<file path="config.mk">
export PLATFORM = sky130hd
export DESIGN_NAME = j17_control_unit_flat
export DESIGN_NICKNAME = d
export VERILOG_FILES = /design/src/rtl/j17_pkg.sv /design/src/rtl/j17_control_unit_if.sv /design/src/rtl/j17_decode.sv /design/src/rtl/j17_control_unit.sv /design/src/flat_wrapper.sv
export SDC_FILE = /design/constraint.sdc
export NUM_CORES = 1
export LEC_CHECK = 0
export CORE_MARGIN = 5
export CORE_UTILIZATION = 35
export CTS_BUF_LIST = sky130_fd_sc_hd__clkbuf_8
export DETAILED_ROUTE_END_ITERATION = 10
export PLACE_DENSITY = 0.79
export SYNTH_ARGS = -nofsm -noshare
export SYNTH_HDL_FRONTEND = slang
export SYNTH_SLANG_ARGS = --single-unit
</file>
<file path="constraint.sdc">
create_clock -name clock -period 1.5 [get_ports clock]
set_input_delay 0.3 -clock clock [delete_from_list [all_inputs] [get_ports clock]]
set_output_delay 0.3 -clock clock [all_outputs]
set_load 0.02 [all_outputs]
</file>
<file path="src/rtl/j17_pkg.sv">
// Shared encodings for the j17 control unit: opcode bases, control-field
// codes and the sequencing FSM states.
package j17_pkg;

    // Base operation held in instruction bits [4:0] of the opcode field
    typedef enum logic [4:0] {
        OP_NOP  = 5'd0,
        OP_MOV  = 5'd1,
        OP_ADD  = 5'd2,
        OP_SUB  = 5'd3,
        OP_MUL  = 5'd4,
        OP_DIV  = 5'd5,
        OP_MOD  = 5'd6,
        OP_OR   = 5'd7,
        OP_AND  = 5'd8,
        OP_XOR  = 5'd9,
        OP_NOT  = 5'd10,
        OP_SHR  = 5'd11,
        OP_SHL  = 5'd12,
        OP_LD   = 5'd13,
        OP_ST   = 5'd14,
        OP_BEQ  = 5'd15,
        OP_BLT  = 5'd16,
        OP_BGT  = 5'd17,
        OP_BNE  = 5'd18,
        OP_BLE  = 5'd19,
        OP_BGE  = 5'd20,
        OP_JMP  = 5'd21,
        OP_HALT = 5'd31
    } opBase_e;

    // Data-RAM access codes
    localparam logic [1:0] RAM_NONE  = 2'd0;
    localparam logic [1:0] RAM_READ  = 2'd1;
    localparam logic [1:0] RAM_WRITE = 2'd2;

    // Writeback source codes
    localparam logic [1:0] WB_ALU = 2'd0;
    localparam logic [1:0] WB_IMM = 2'd1;
    localparam logic [1:0] WB_RAM = 2'd2;

    // PC update modes; 1..6 are the conditional branches in opcode order
    localparam logic [2:0] PC_INC = 3'd0;
    localparam logic [2:0] PC_JMP = 3'd7;

    // Instruction sequencing states
    typedef enum logic [2:0] {
        S_FETCH  = 3'd0,
        S_WAIT   = 3'd1,
        S_DECODE = 3'd2,
        S_EXEC   = 3'd3,
        S_MEM    = 3'd4,
        S_WB     = 3'd5,
        S_HALT   = 3'd6
    } state_e;

endpackage

</file>
<file path="src/rtl/j17_control_unit_if.sv">
// Fetch bus plus datapath control bundle between the control unit (master)
// and the instruction memory / datapath side (slave).
interface j17_control_unit_if #(
    parameter int IADDR_W = 10
);
    logic [31:0]        pc;
    logic [IADDR_W-1:0] imem_addr;
    logic               imem_req;
    logic               imem_valid;
    logic [31:0]        imem_data;
    logic [5:0]         opcode;
    logic [4:0]         op1;
    logic [20:0]        op2;
    logic [4:0]         alucode;
    logic               imControl;
    logic               regenable;
    logic [1:0]         ramenable;
    logic [2:0]         pcControl;
    logic [1:0]         writecode;
    logic               pc_en;
    logic               halted;
    logic               illegal;

    modport master (
        input  pc, imem_valid, imem_data,
        output imem_addr, imem_req, opcode, op1, op2, alucode, imControl,
               regenable, ramenable, pcControl, writecode, pc_en, halted, illegal
    );

    modport slave (
        output pc, imem_valid, imem_data,
        input  imem_addr, imem_req, opcode, op1, op2, alucode, imControl,
               regenable, ramenable, pcControl, writecode, pc_en, halted, illegal
    );
endinterface

</file>
<file path="src/rtl/j17_decode.sv">
// Combinational opcode -> control-field table for the j17 control unit.
module j17_decode
    import j17_pkg::*;
(
    input  logic [5:0] opcode_i,
    output logic [4:0] alucode_o,
    output logic       imControl_o,
    output logic [2:0] pcControl_o,
    output logic [1:0] writecode_o,
    output logic [1:0] ramCode_o,
    output logic       writesReg_o,
    output logic       isMem_o,
    output logic       isHalt_o,
    output logic       isIllegal_o
);
    logic [4:0] base;

    assign base = opcode_i[4:0];

    // Map the base operation onto datapath control fields; undefined bases flag illegal
    always_comb begin
        alucode_o   = 5'd0;
        imControl_o = opcode_i[5];
        pcControl_o = PC_INC;
        writecode_o = WB_ALU;
        ramCode_o   = RAM_NONE;
        writesReg_o = 1'b0;
        isMem_o     = 1'b0;
        isHalt_o    = 1'b0;
        isIllegal_o = 1'b0;
        case (base)
            OP_NOP: ;
            OP_MOV: begin
                writesReg_o = 1'b1;
                writecode_o = opcode_i[5] ? WB_IMM : WB_ALU;
            end
            OP_ADD, OP_SUB, OP_MUL, OP_DIV, OP_MOD, OP_OR, OP_AND,
            OP_XOR, OP_NOT, OP_SHR, OP_SHL: begin
                alucode_o   = base - 5'd1;
                writesReg_o = 1'b1;
            end
            OP_LD: begin
                ramCode_o   = RAM_READ;
                isMem_o     = 1'b1;
                writesReg_o = 1'b1;
                writecode_o = WB_RAM;
            end
            OP_ST: begin
                ramCode_o = RAM_WRITE;
                isMem_o   = 1'b1;
            end
            OP_BEQ, OP_BLT, OP_BGT, OP_BNE, OP_BLE, OP_BGE: begin
                pcControl_o = 3'(base - 5'd14);
            end
            OP_JMP:  pcControl_o = PC_JMP;
            OP_HALT: isHalt_o = 1'b1;
            default: isIllegal_o = 1'b1;
        endcase
    end
endmodule

</file>
<file path="src/rtl/j17_control_unit.sv">
// Multi-cycle fetch/decode/sequence controller for the j17 datapath.
// One instruction at a time: FETCH, WAIT, DECODE, EXEC, optional MEM, WB.
module j17_control_unit
    import j17_pkg::*;
#(
    parameter int IADDR_W  = 10,
    parameter int IMEM_TMO = 15
) (
    input logic                clock,
    input logic                reset,
    j17_control_unit_if.master bus
);
    localparam int TMO_W = $clog2(IMEM_TMO + 1);

    state_e             state_q, state_d;
    logic [31:0]        ir_q, ir_d;
    logic [TMO_W-1:0]   tmoCnt_q, tmoCnt_d;
    logic               halted_q, halted_d;
    logic               illegal_q, illegal_d;

    logic [4:0] decAlucode;
    logic       decImControl;
    logic [2:0] decPcControl;
    logic [1:0] decWritecode;
    logic [1:0] decRamCode;
    logic       decWritesReg;
    logic       decIsMem;
    logic       decIsHalt;
    logic       decIsIllegal;
    logic       unusedPcHigh;

    j17_decode u_decode (
        .opcode_i    (ir_q[31:26]),
        .alucode_o   (decAlucode),
        .imControl_o (decImControl),
        .pcControl_o (decPcControl),
        .writecode_o (decWritecode),
        .ramCode_o   (decRamCode),
        .writesReg_o (decWritesReg),
        .isMem_o     (decIsMem),
        .isHalt_o    (decIsHalt),
        .isIllegal_o (decIsIllegal)
    );

    // PC bits above the instruction-memory window do not take part in fetch
    assign unusedPcHigh = ^bus.pc[31:IADDR_W];

    // Field outputs track the instruction register, so they hold from DECODE through WB
    assign bus.opcode    = ir_q[31:26];
    assign bus.op1       = ir_q[25:21];
    assign bus.op2       = ir_q[20:0];
    assign bus.alucode   = decAlucode;
    assign bus.imControl = decImControl;
    assign bus.pcControl = decPcControl;
    assign bus.writecode = decWritecode;
    assign bus.halted    = halted_q;
    assign bus.illegal   = illegal_q;

    // State register; reset returns to FETCH with a NOP loaded and flags cleared
    always_ff @(posedge clock) begin
        if (reset) begin
            state_q   <= S_FETCH;
            ir_q      <= '0;
            tmoCnt_q  <= '0;
            halted_q  <= 1'b0;
            illegal_q <= 1'b0;
        end else begin
            state_q   <= state_d;
            ir_q      <= ir_d;
            tmoCnt_q  <= tmoCnt_d;
            halted_q  <= halted_d;
            illegal_q <= illegal_d;
        end
    end

    // Sequencing: next state, fetch timeout, sticky flags and strobes; strobes are held low during reset
    always_comb begin
        state_d       = state_q;
        ir_d          = ir_q;
        tmoCnt_d      = tmoCnt_q;
        halted_d      = halted_q;
        illegal_d     = illegal_q;
        bus.imem_req  = 1'b0;
        bus.imem_addr = '0;
        bus.pc_en     = 1'b0;
        bus.regenable = 1'b0;
        bus.ramenable = RAM_NONE;
        case (state_q)
            S_FETCH: begin
                bus.imem_req  = 1'b1;
                bus.imem_addr = bus.pc[IADDR_W-1:0];
                tmoCnt_d      = '0;
                state_d       = S_WAIT;
            end
            S_WAIT: begin
                bus.imem_req  = 1'b1;
                bus.imem_addr = bus.pc[IADDR_W-1:0];
                if (bus.imem_valid) begin
                    ir_d    = bus.imem_data;
                    state_d = S_DECODE;
                end else if (tmoCnt_q == TMO_W'(IMEM_TMO - 1)) begin
                    halted_d = 1'b1;
                    state_d  = S_HALT;
                end else begin
                    tmoCnt_d = tmoCnt_q + 1'b1;
                end
            end
            S_DECODE: begin
                if (decIsHalt) begin
                    halted_d = 1'b1;
                    state_d  = S_HALT;
                end else begin
                    if (decIsIllegal) begin
                        illegal_d = 1'b1;
                    end
                    state_d = S_EXEC;
                end
            end
            S_EXEC: begin
                state_d = decIsMem ? S_MEM : S_WB;
            end
            S_MEM: begin
                bus.ramenable = decRamCode;
                state_d       = S_WB;
            end
            S_WB: begin
                bus.ramenable = decRamCode;
                bus.pc_en     = 1'b1;
                bus.regenable = decWritesReg;
                state_d       = S_FETCH;
            end
            S_HALT: ;
            default: state_d = S_FETCH;
        endcase
        if (reset) begin
            bus.imem_req  = 1'b0;
            bus.imem_addr = '0;
            bus.pc_en     = 1'b0;
            bus.regenable = 1'b0;
            bus.ramenable = RAM_NONE;
        end
    end
endmodule

</file>
<file path="src/flat_wrapper.sv">
// flat-port wrapper written by rule: the top's interface ports become plain ports
module j17_control_unit_flat import j17_pkg::*;
#(
    parameter int IADDR_W  = 10,
    parameter int IMEM_TMO = 15
)
  (clock, reset, bus_pc, bus_imem_valid, bus_imem_data, bus_imem_addr, bus_imem_req, bus_opcode, bus_op1, bus_op2, bus_alucode, bus_imControl, bus_regenable, bus_ramenable, bus_pcControl, bus_writecode, bus_pc_en, bus_halted, bus_illegal);
  j17_control_unit_if #(.IADDR_W(IADDR_W)) bus_i ();
  input logic clock;
  input logic reset;
  input wire logic [$bits(bus_i.pc)-1:0] bus_pc;
  input wire logic [$bits(bus_i.imem_valid)-1:0] bus_imem_valid;
  input wire logic [$bits(bus_i.imem_data)-1:0] bus_imem_data;
  output wire logic [$bits(bus_i.imem_addr)-1:0] bus_imem_addr;
  output wire logic [$bits(bus_i.imem_req)-1:0] bus_imem_req;
  output wire logic [$bits(bus_i.opcode)-1:0] bus_opcode;
  output wire logic [$bits(bus_i.op1)-1:0] bus_op1;
  output wire logic [$bits(bus_i.op2)-1:0] bus_op2;
  output wire logic [$bits(bus_i.alucode)-1:0] bus_alucode;
  output wire logic [$bits(bus_i.imControl)-1:0] bus_imControl;
  output wire logic [$bits(bus_i.regenable)-1:0] bus_regenable;
  output wire logic [$bits(bus_i.ramenable)-1:0] bus_ramenable;
  output wire logic [$bits(bus_i.pcControl)-1:0] bus_pcControl;
  output wire logic [$bits(bus_i.writecode)-1:0] bus_writecode;
  output wire logic [$bits(bus_i.pc_en)-1:0] bus_pc_en;
  output wire logic [$bits(bus_i.halted)-1:0] bus_halted;
  output wire logic [$bits(bus_i.illegal)-1:0] bus_illegal;
  assign bus_i.pc = bus_pc;
  assign bus_i.imem_valid = bus_imem_valid;
  assign bus_i.imem_data = bus_imem_data;
  assign bus_imem_addr = bus_i.imem_addr;
  assign bus_imem_req = bus_i.imem_req;
  assign bus_opcode = bus_i.opcode;
  assign bus_op1 = bus_i.op1;
  assign bus_op2 = bus_i.op2;
  assign bus_alucode = bus_i.alucode;
  assign bus_imControl = bus_i.imControl;
  assign bus_regenable = bus_i.regenable;
  assign bus_ramenable = bus_i.ramenable;
  assign bus_pcControl = bus_i.pcControl;
  assign bus_writecode = bus_i.writecode;
  assign bus_pc_en = bus_i.pc_en;
  assign bus_halted = bus_i.halted;
  assign bus_illegal = bus_i.illegal;
  j17_control_unit #(.IADDR_W(IADDR_W), .IMEM_TMO(IMEM_TMO)) u_core (.clock(clock), .reset(reset), .bus(bus_i));
endmodule
</file>
==> results of run 1 <==
logic make-up after synthesis:
| kind of cell | count (synthesis) |
|---|---|
| AO/OA/AOI/OAI | 58 |
| buffers and inverters | 29 |
| adder cells (fa/ha/maj) | 9 |
| AND/OR/NAND/NOR | 130 |
| XOR/XNOR | 4 |
| flip-flops | 41 |
worst min-delay path by stage:
stage | start | slack, ns | to | cells after the start
after floorplan | bus_imem_data[27] | 0.43 | u_core.ir_q[27] | 2
after global placement | u_core.ir_q[12] | 0.44 | u_core.ir_q[12] | 2
after detailed placement | u_core.ir_q[6] | 0.45 | u_core.ir_q[6] | 2
after CTS | u_core.ir_q[6] | 0.45 | u_core.ir_q[6] | 2
after global routing | u_core.ir_q[10] | 0.48 | u_core.ir_q[10] | 2
final | u_core.ir_q[10] | 0.45 | u_core.ir_q[10] | 2
through the flow:
stage / worst slack, ns / hold slack [ns] / cells
floorplan: -0.210 / 0.426 / 271
detailed placement: -0.738 / 0.446 / 470
CTS: -0.524 / 0.454 / 490
global placement: -0.739 / 0.441 / 470
global route: -0.655 / 0.481 / 493
finish: -0.546 / 0.451 / 493
flip-flops by register name (all words and copies together), names as in the netlist:
| signal | flops |
|---|---|
| u_core.ir_q | 32 |
| u_core.state_q | 3 |
| u_core.bus.halted | 1 |
| u_core.bus.illegal | 1 |
| u_core.tmoCnt_q | 4 |
metal layers:
| layer | GRT usage, % | vias to the layer above |
|---|---|---|
| met1 | 19.4 | 1111 |
| met2 | 31.6 | 82 |
| met5 | 0 | - |
| met4 | 6.56 | 0 |
| li1 | - | 1187 |
| met3 | 6.11 | 13 |
final cells by class:
cell class,instances,area (um^2),share of cell area [%]
clock buffers,6,82.6,2.11
clock inverters,2,7.51,0.191
inverters,8,35.0,0.893
multi-input cells,201,1340,34.2
flip-flops and latches,41,842,21.5
well taps,75,93.8,2.39
repair buffers,160,1520,38.8
cell usage after synthesis, types with 2 or more instances:
cell      instances
nand2_1          74
dfxtp_1          41
a21oi_1          39
nor2_1           16
and2_1           11
buf_6             9
ha_1              9
inv_1             8
nor3_1            7
nand3_1           5
buf_2             4
clkbuf_1          4
a31oi_1           3
and3_1            3
buf_4             3
o21ai_0           3
o21bai_1          3
xor2_1            3
nand2b_1          2
nand4_1           2
o22ai_1           2
what timing repair did:
action | in CTS | in global routing
gates resized for setup | 220 | 38
pin swaps | 12 | 17
buffers inserted | 11 | 4
cloned | 1 | 1
endpoints found under the setup margin | 63 | 44
power by group through the flow:
stage / combinational [mW] / sequential [mW] / clock (mW)
2_1_floorplan: 0.410 / 1.26 / 0
3_3_place_gp: 0.879 / 1.20 / 0
3_5_place_dp: 0.896 / 1.21 / 0
4_1_cts: 0.946 / 1.18 / 0.757
5_1_grt: 1.07 / 1.19 / 0.812
6_report: 0.998 / 1.18 / 0.725
worst max-delay path, cell delays in order (launching register included):
cell      delay, ns
dfxtp_4        0.40
inv_4          0.05
ha_4           0.17
nor2_2         0.14
nand2_1        0.08
a32oi_2        0.21
buf_4          0.17
o21bai_1       0.07
buf_4          0.16
==> qor.yml, run 1 <==
fmax_mhz: 489
grt_max_degree: 42
yosys.area_share.simple_pct: 28.4
io_pins: 127
dr.max_layer_used: "met4"
min_period_over_period_pct: 136
p_sw_share_pct: 30.3
worstMarginPinSlew_ns: 0.463
synth_mux_area_share_pct: 0
cts_tree: "built"
grt_pass1_vias: 2401
dr.pass1.iters: 4
clkSinkCount: 41
fin_skew_ns: 0.00497
synth_xor_area_share_pct: 1.66
clockBufferDepth: 2
crit_type: "flop to output port"
violations: "setup timing"
critPathMaxFanout: 4
power.net_switching_mw: 0.881
fin_util_pct: 66.6
p_leak_nw: 1.71
yosysTopAreaCellShare_pct: 38.8
syn_area_um2: 2120
drv_slew: 0
grt-ovfl-total: 0
final_common_cell: "nand2_1"
clkSlewWorstSetupHoldPaths_ns: 0.08
r2r-start: "u_core.ir_q[26]"
grt_antenna_before_repair: 0
track_usage_pct: 17.8
critPathRequiredTime_ns: 1.20
postSynthCellCount: 271
r2r_slack_ns: -0.21
insertion_delay_ns: 0.29
dieArea_um2: 7700
via_count: 2393
layout_common_cells: "nand2_1 (74), buf_4 (44), clkdlybuf4s50_1 (43), a21oi_1 (38)"
yosysSeqAreaShare_pct: 38.8
end_kind: "output port"
setup_violations: 24
status: "finished with violations"
postCtsHoldBufs: 0
holdCritPathClass: "flop to flop"
crit_arrival_ns: 1.75
drcViolationCount: 0
place.gp.congestion: 0.839
finalSetupTns_ns: -6.47
endpoint: "bus_pcControl[2]"
cts_buffers: 5
fillers: 474
synth-main-ff-cell: "dfxtp_1"
die_h_um: 87.8
nNetsFinal: 493
clock_power_share_pct: 24.9
synth_fa_ha_area_share_pct: 5.32
crit_path_start_kind: "flop"
die_w_um: 87.8
diodes: 0
drive_above_1_share_pct: 35.6
syn_nets: 347
wl_met1_mm: 2.66
power.share.sequential_pct: 40.7
rows: 28
syn_area_per_cell_um2: 7.81
htree_levels: 2
ys_async_sr_fraction_pct: 0
wl_mm: 6.99
power.internal_mw: 2.03
numPortBuffers: 104
vias_per_cell: 4.85
comb_power_share_pct: 34.3
grt_pass1_wl_mm: 11.0
worstSetupStartpoint: "u_core.ir_q[26]"
root_buffer: "clkbuf_8"
cap_violations: 0
synth_area_leaders: "dfxtp_1 (39%), nand2_1 (13%), a21oi_1 (9.2%)"
synth_largest_area_cell: "dfxtp_1"
wl_met3_um: 641
rr_endpoint: "u_core.bus.illegal"
synth_top_family_by_area: "simple AND/OR/NAND/NOR gates"
yosysWarnings: 0
drtIter0Drc: 80
rsz0062_at_grt: "true"
synth.distinct_cells: 41
power_density_nw_per_um2: 741
drtAntennaViolNets: 0
start_util_pct: 35.9
hold_viol: 0
synthToLayoutAreaGrowth_pct: 85.4
period_minus_slack_ns: 2.05
hpwl_mm: 4.80
post_drt_wl_per_cell_um: 14.2
core_area_um2: 5890
worst_ir_drop_vdd_mv: 0.560
total_power_mw: 2.91
wl_met2_mm: 3.54
postPlaceCellArea_um2: 3530
synth_edf_count: 0
synth-compound-area-share_pct: 16.5
ys_seq_elements: 41
final_area_um2: 3920
rr_worst_depth: 10
finalWorstSetupSlack_ns: -0.546
max_slew_margin_pct: 69.1
(Power assumes the default switching activity.)
==> run 2: changes to the inputs <==
--- a/config.mk
+++ b/config.mk
@@ -9,6 +9,7 @@
 export CORE_UTILIZATION = 35
 export CTS_BUF_LIST = sky130_fd_sc_hd__clkbuf_8
 export DETAILED_ROUTE_END_ITERATION = 10
+export GPL_TIMING_DRIVEN = 0
 export PLACE_DENSITY = 0.79
 export SYNTH_ARGS = -nofsm -noshare
 export SYNTH_HDL_FRONTEND = slang
==> run 2 against run 1 <==
The flow still finishes with violations (setup timing); global-route usage is 0.89 points lower; die area did not move; non-clock buffer count fell by 5.
==> qor.yml, run 2 (synthesis results as in run 1) <==
final_common_cell: "nand2_1"
worstSetupStartpoint: "u_core.ir_q[27]"
drcViolationCount: 0
nNetsFinal: 488
top_register: "u_core.ir_q"
period_minus_slack_ns: 2.03
slowest_delay_ns: 0.38
violations: "setup timing"
drtAntennaViolNets: 0
critPathSlowestCell: "dfxtp_4"
critPathMaxFanout: 6
critical-path-top-delay-family: "flip-flops"
diodes: 0
synthToLayoutAreaGrowth_pct: 81.0
end_kind: "output port"
dr.pass1.iters: 6
grt-ovfl-total: 0
rsz0062_at_grt: "true"
total_power_mw: 2.87
clkSlewWorstSetupHoldPaths_ns: 0.07
dieArea_um2: 7700
path_common_cell: "buf_6"
die_w_um: 87.8
rr_worst_depth: 9
crit_type: "flop to output port"
worstMarginPinSlew_ns: 0.474
drv_slew: 0
reg.largest.list: "u_core.ir_q: 32 flops, u_core.tmoCnt_q: 4 flops, u_core.state_q: 3 flops"
wl_mm: 6.91
hold_start: "reset"
grt_pass1_wl_mm: 10.5
die_h_um: 87.8
r2r_slack_ns: -0.23
final_area_um2: 3830
multi_input_area_um2: 1340
fin_skew_ns: 0.00671
finalWorstSetupSlack_ns: -0.527
holdCritPathClass: "input port to flop"
whs_endpoint: "u_core.state_q[2]"
postPlaceCellArea_um2: 3350
grt_max_degree: 13
crit_arrival_ns: 1.73
dp.cells: 449
drtIter0Drc: 122
hold-path-cell-count: 2
dpl_worst_slack_ns: -0.814
clkSinkCount: 41
root_buffer: "clkbuf_8"
core_area_um2: 5890
max_slew_margin_pct: 68.4
crit_path_start_kind: "flop"
layout_common_cells: "nand2_1 (73), clkdlybuf4s50_1 (42), a21oi_1 (39), dlygate4sd2_1 (34), dfxtp_1 (34)"
finalNonFillerCells: 487
fillers: 490
crit_buf_inv: 3
power_density_nw_per_um2: 750
postCtsHoldBufs: 0
regArea_um2: 845
r2r-start: "u_core.ir_q[27]"
cts_tree: "built"
fmax_mhz: 493
start_util_pct: 35.9
worst_ir_drop_vdd_mv: 0.636
cts_buffers: 5
numPortBuffers: 103
crit_chain: "inv_6, ha_4, o22ai_4, o2bb2ai_2, or2_1, buf_6, nor2_4, buf_6"
io_pins: 127
rr_endpoint: "u_core.bus.illegal"
finalSetupTns_ns: -6.55
hold_viol: 0
largest_reg_flops: 32
setup_violations: 25
track_usage_pct: 16.9
via_count: 2365
hpwl_mm: 4.63
clockBufferDepth: 2
cap_violations: 0
critPathRequiredTime_ns: 1.20
fin_util_pct: 65.1
hold_ws_ns: 0.214
htree_levels: 2
min_period_over_period_pct: 135
drive_above_1_share_pct: 32.8
status: "finished with violations"
grt_pass1_vias: 2297
place.gp.congestion: 0.849
rows: 28
p_leak_nw: 1.67
post_drt_wl_per_cell_um: 14.2
vias_per_cell: 4.86
insertion_delay_ns: 0.29
grt_antenna_before_repair: 0
-- run 2: routing by layer --
| metal | part of all wire, % | up-vias | wire length, um | GRT usage [%] |
|---|---|---|---|---|
| met2 | 52 | 81 | 3560 | 30.5 |
| li1 | - | 1182 | - | - |
| met4 | 0.71 | 0 | 49 | 4.60 |
| met3 | 8.8 | 6 | 609 | 5.36 |
| met1 | 39 | 1096 | 2680 | 19.0 |
| met5 | 0 | - | 0 | 0 |
-- run 2: timing repair --
action,in CTS,in global routing
buffers inserted,22,10
setup endpoints to repair,63,52
endpoints found under the hold margin,0,0
gates resized for setup,218,21
pin swaps,16,14
gates cloned,1,0
-- run 2: area by class of cell --
cell class,instances,share of cell area [%]
repair buffers,136,32.7
clock inverters,1,0.196
well taps,75,2.45
multi-input cells,201,35.1
inverters,8,1.05
flip-flops and latches,41,22.1
clock buffers,6,2.16
plain buffers,19,4.38
-- run 2: report_power, final --
part	switching [mW]	total (mW)	leakage, nW	internal (mW)
clock	0.357	0.721	0.0433	0.363
combinational	0.473	0.967	1.29	0.493
sequential	0.0452	1.18	0.339	1.14
-- run 2: worst reg2reg max path: stages, from the launching register on --
cell and delay, ns:
dfxtp_4 0.41, inv_6 0.06, ha_4 0.18, buf_4 0.15, buf_6 0.12, nor2_1 0.15, nor3_2 0.07, nor3_1 0.22
o2111ai_1 0.14, a21oi_1 0.17
-- run 2: worst max path at each step --
| stage | depth (start not counted) | end | slack, ns |
|---|---|---|---|
| CTS | 8 | bus_alucode[3] | -0.53 |
| detailed placement | 8 | bus_alucode[0] | -0.81 |
| global route | 7 | bus_pcControl[2] | -0.61 |
| global placement | 8 | bus_alucode[0] | -0.79 |
| floorplan | 8 | bus_alucode[0] | -0.21 |
| finish | 8 | bus_alucode[0] | -0.53 |
